$ cat config.mk
export PLATFORM = sky130hd
export DESIGN_NAME = toggle_period_gen
export DESIGN_NICKNAME = d
export VERILOG_FILES = /design/src/rtl/toggle_period_gen.sv
export SDC_FILE = /design/constraint.sdc
export NUM_CORES = 1
export LEC_CHECK = 0
export ABC_AREA = 0
export CAP_MARGIN = 10
export CORE_AREA = 3 3 111 113
export DETAILED_ROUTE_END_ITERATION = 8
export DIE_AREA = 0 0 114 116
export PLACE_DENSITY = 0.86
export SYNTH_ARGS = -nofsm -noshare
export SYNTH_HDL_FRONTEND = slang
export SYNTH_SLANG_ARGS = --single-unit
$ cat constraint.sdc
create_clock -name pix_clk -period 6.1 [get_ports pix_clk]
set_input_delay 1.22 -clock pix_clk [delete_from_list [all_inputs] [get_ports pix_clk]]
set_output_delay 1.22 -clock pix_clk [all_outputs]
set_load 0.01 [all_outputs]
$ cat src/rtl/toggle_period_gen.sv
// Field-toggle generator: flips gen_toggle every period_cur+1 pix_clk cycles.
// Period updates take effect only at a toggle boundary or when the generator stops.
module toggle_period_gen #(
  parameter int unsigned CNT_W = 32
) (
  input  logic             pix_clk,
  input  logic             pix_resetn,
  input  logic             enable,
  input  logic [CNT_W-1:0] period_in,
  input  logic             period_load,
  input  logic             err_clr,
  output logic             gen_toggle,
  output logic             gen_pulse,
  output logic             running,
  output logic [CNT_W-1:0] period_cur,
  output logic             pending,
  output logic             load_err
);

  localparam logic [0:0] ST_IDLE = 1'b0;
  localparam logic [0:0] ST_RUN  = 1'b1;

  logic [0:0]       r_state;
  logic [CNT_W-1:0] r_cnt;
  logic [CNT_W-1:0] r_cur;
  logic [CNT_W-1:0] r_shadow;
  logic             r_pending;
  logic             r_toggle;
  logic             r_pulse;
  logic             r_err;

  logic [0:0]       w_state_d;
  logic [CNT_W-1:0] w_cnt_d;
  logic [CNT_W-1:0] w_cur_d;
  logic [CNT_W-1:0] w_shadow_d;
  logic             w_pending_d;
  logic             w_toggle_d;
  logic             w_pulse_d;
  logic             w_err_d;

  logic w_load_ok;
  logic w_load_bad;
  logic w_boundary;

  assign w_load_ok  = period_load && (period_in != '0);
  assign w_load_bad = period_load && (period_in == '0);
  assign w_boundary = (r_state == ST_RUN) && (r_cnt == r_cur);

  always_comb begin
    w_state_d   = r_state;
    w_cnt_d     = r_cnt;
    w_cur_d     = r_cur;
    w_shadow_d  = r_shadow;
    w_pending_d = r_pending;
    w_toggle_d  = r_toggle;
    w_pulse_d   = 1'b0;
    w_err_d     = r_err;

    // An illegal load wins over a simultaneous clear.
    if (w_load_bad) begin
      w_err_d = 1'b1;
    end else if (err_clr) begin
      w_err_d = 1'b0;
    end

    case (r_state)
      ST_IDLE: begin
        w_cnt_d = '0;
        if (w_load_ok) begin
          w_cur_d = period_in;
        end
        if (enable && (r_cur != '0)) begin
          w_state_d = ST_RUN;
        end
      end
      ST_RUN: begin
        if (w_boundary) begin
          w_cnt_d     = '0;
          w_toggle_d  = ~r_toggle;
          w_pulse_d   = 1'b1;
          w_pending_d = 1'b0;
          // A load landing on the boundary itself bypasses the shadow.
          if (w_load_ok) begin
            w_cur_d = period_in;
          end else if (r_pending) begin
            w_cur_d = r_shadow;
          end
        end else begin
          w_cnt_d = r_cnt + CNT_W'(1);
          if (w_load_ok) begin
            w_shadow_d  = period_in;
            w_pending_d = 1'b1;
          end
        end

        if (!enable) begin
          w_state_d = ST_IDLE;
          w_cnt_d   = '0;
          if (!w_boundary) begin
            if (w_load_ok) begin
              w_cur_d = period_in;
            end else if (r_pending) begin
              w_cur_d = r_shadow;
            end
            w_pending_d = 1'b0;
          end
        end
      end
      default: begin
        w_state_d = ST_IDLE;
        w_cnt_d   = '0;
      end
    endcase
  end

  always_ff @(posedge pix_clk or negedge pix_resetn) begin
    if (!pix_resetn) begin
      r_state   <= ST_IDLE;
      r_cnt     <= '0;
      r_cur     <= '0;
      r_shadow  <= '0;
      r_pending <= 1'b0;
      r_toggle  <= 1'b0;
      r_pulse   <= 1'b0;
      r_err     <= 1'b0;
    end else begin
      r_state   <= w_state_d;
      r_cnt     <= w_cnt_d;
      r_cur     <= w_cur_d;
      r_shadow  <= w_shadow_d;
      r_pending <= w_pending_d;
      r_toggle  <= w_toggle_d;
      r_pulse   <= w_pulse_d;
      r_err     <= w_err_d;
    end
  end

  assign gen_toggle = r_toggle;
  assign gen_pulse  = r_pulse;
  assign running    = (r_state == ST_RUN);
  assign period_cur = r_cur;
  assign pending    = r_pending;
  assign load_err   = r_err;

endmodule

==> flow_summary.ini <==
[placed_design]
portBuffers = 73
hpwl_um = 12000
routabilityCongestion = 0.884
pre_cts_slack_ns = 1.51
dp.cells = 824

[critical_path]
worstPathCellList = clkdlybuf4s50_1, nor4_1, nand4_1, o21ai_4, nor2_1, a221o_1
path_buf_inv = 1
endpoint_kind = flip-flop
crit_family = compound AO/OA/AOI/OAI gates
path_class = input port to flip-flop
worst_ep_arrival_time_ns = 4.62
worstPathRequired_ns = 6.33
worstSetupStartpointType = input port
max_stage_delay_ns = 1.05
worst-path-max-fanout = 34
critPathSlowestCell = o21ai_4

[clock_tree]
cts_buffer_depth = 2
clkSlewWorstSetupHoldPaths_ns = 0.06
clkLatencyLatePin_ns = 0.36
h-tree-depth = 3
cts_root_buf = clkbuf_16
cts_tree = done
post_cts_buffers = 0
cts_buffers = 9
hold_buffers = 0
ctsResizeCount = 0
clock_sinks = 101

[routing]
vias = 5624
routed_wl_um = 18000
vias_per_cell = 6.70
drcViolationCount = 0
ant_nets = 0
routedWlPerCell_um = 21.5
drt_pass1_iterations = 8
initialDrtViolationCount = 768

[global_routing]
grt_antenna_before_repair = 0
gr-total-overflow = 0
top_usage_layer = met2
grt_pass1_vias = 5626
grt_pass1_wl_um = 28700
use_met3_pct = 4.80
use_met1_pct = 35.0
grt_max_degree = 59
globalRouteMet2Util_pct = 45.2
groute.usage.overall_pct = 27.5

[yosys]
ys_ff_latch = 101
yosysSeqAreaShare_pct = 40.9
syn_avg_cell_area_sq_um = 9.60
synthesis.area_sq_um = 6180
postSynthCellCount = 644
yosysWarningCount = 0
yosysUniqueCellTypes = 40
synthSimpleGateAreaFrac_pct = 18.2
synth-edff-count = 0
synth_top_family_by_area = simple AND/OR/NAND/NOR gates
synthAdderAreaFrac_pct = 0.202
synth_xor_area_share_pct = 8.93
synth_compound_area_share_pct = 15.4
async_flop_share_pct = 100
yosys-mux-area-fraction_pct = 11.0
synth-main-ff-cell = dfrtp_1
syn_nets = 682

[floorplanning]
die_w_um = 114
io_pins = 74
start_util_pct = 54.1
coreArea_sq_um = 11400
die_y_um = 116
die-area_sq_um = 13200
num_rows = 39

[finish]
fillers = 936
multiInputGateArea_sq_um = 3330
n_antenna_cell = 0
area_growth_pct = 16.8
seqCellArea_sq_um = 2530
final_util_pct = 63.2
drive_gt1_share_pct = 8.62
final_net_count = 730
fin_cells = 839

[pwr]
leakagePower_nw = 2.78
p_per_area_nw_per_um2 = 238
peakVddDrop_uv = 178

[sta]
clock.fmax_mhz = 228
final.setup.tns_ns = 0
hold_viol = 0
layout_setup_ws_ns = 1.72
min_period_ns = 4.38
finalSetupViolCount = 0
relSlewSlack_pct = 15.1
finalMaxSlewViolations = 0
fin_crit_sh_pct = 71.9
rsz0062_at_grt = false
clock_skew_ns = 0.00825
tightest_slew_ns = 1.27

[run]
maxCapViolations = 0

[outcome]
status = finished clean

[hold_path]
hold_class = flip-flop to flip-flop
## placed cells by master (no fill, tap or decap), types with 10 or more instances in the layout
cell type,netlist,final
clkdlybuf4s50_1,0,72
nor4_1,27,27
xnor2_1,49,49
nand2_1,68,68
a221o_1,12,12
o311ai_0,10,10
o21ai_0,13,13
buf_4,6,12
and2_1,21,21
xor2_1,14,14
o22a_1,12,12
mux2i_1,32,32
o221ai_1,20,20
nand3_1,14,14
a32o_1,20,20
inv_1,27,27
a21oi_1,14,14
nor2_1,45,45
mux2_2,25,25
nand4_1,17,17
nor3_1,18,18
dfrtp_1,101,100
o311ai_1,10,10
## final cells by class
cell class / instances / area share, %
well taps: 143 / 2.48
flip-flops and latches: 101 / 35.0
clock inverters: 2 / 0.139
repair buffers: 84 / 11.2
multi-input cells: 468 / 46.1
inverters: 28 / 1.46
clock buffers: 13 / 3.60
## cells in the mapped netlist, types with 13 or more instances
| master | count | share of area (%) |
|---|---|---|
| nor3_1 | 18 | 1.5 |
| a32o_1 | 20 | 3.2 |
| o221ai_1 | 20 | 2.8 |
| xor2_1 | 14 | 2.0 |
| nor2_1 | 45 | 2.7 |
| mux2_2 | 25 | 4.6 |
| dfrtp_1 | 101 | 41 |
| nand3_1 | 14 | 1.1 |
| inv_1 | 27 | 1.6 |
| xnor2_1 | 49 | 6.9 |
| mux2i_1 | 32 | 5.2 |
| a21oi_1 | 14 | 1.1 |
| clkbuf_1 | 24 | 1.5 |
| and2_1 | 21 | 2.1 |
| nor4_1 | 27 | 2.7 |
| o21ai_0 | 13 | 1.1 |
| nand4_1 | 17 | 1.7 |
| nand2_1 | 68 | 4.1 |
## sequential cells by signal, indices dropped and copies added (netlist names)
| register | count |
|---|---|
| period_cur | 32 |
| r_shadow | 32 |
| running | 1 |
| r_cnt | 32 |
| gen_toggle | 1 |
| gen_pulse | 1 |
| load_err | 1 |
| pending | 1 |
## report_power, final
part / leakage, nW / internal, W / switching [W]
Combinational: 1.39 / 0.000181 / 0.000177
Clock: 0.135 / 0.000296 / 0.000249
Sequential: 1.25 / 0.000730 / 0.0000841
Total: 2.78 / 0.00121 / 0.000510
## stage by stage
stage	cell area, sq um	hold slack (ns)	power [W]
floorplan	6180	0.456	0.000999
global placement	6950	0.458	0.00116
detailed placement	6950	0.460	0.00118
CTS	7220	0.473	0.00171
global route	7220	0.487	0.00178
finish	7220	0.471	0.00172
## path summary, 6_finish.rpt
| path | startpoint | endpoint | slack [ns] | depth (start not counted) |
|---|---|---|---|---|
| worst min register to register | gen_toggle$_DFFE_PN0P_ | gen_toggle$_DFFE_PN0P_ | 0.47 | 1 |
| min in group asynchronous | pix_resetn | gen_toggle$_DFFE_PN0P_ | 0.94 | 1 |
| worst max register to register | period_cur[25]$_DFFE_PN0P_ | pending$_DFFE_PN0P_ | 3.01 | 7 |
| worst min-delay path | gen_toggle$_DFFE_PN0P_ | gen_toggle$_DFFE_PN0P_ | 0.47 | 1 |
| max in group asynchronous | pix_resetn | pending$_DFFE_PN0P_ | 4.07 | 2 |
| worst max-delay path | period_in[27] | period_cur[27]$_DFFE_PN0P_ | 1.72 | 6 |
## layer usage
| metal | routed length [um] | part of all wire [%] |
|---|---|---|
| met5 | 0 | 0 |
| met4 | 591 | 3.3 |
| met3 | 1470 | 8.2 |
| met2 | 8910 | 49 |
| met1 | 7040 | 39 |
## kinds of logic after synthesis
logic type      after synthesis
buf+inv                      75
simple gates                224
compound gates              116
flops                       101
fa+ha+maj                     1
mux                          64
xor+xnor                     63
No activity file was read; power rests on OpenSTA's default activity.
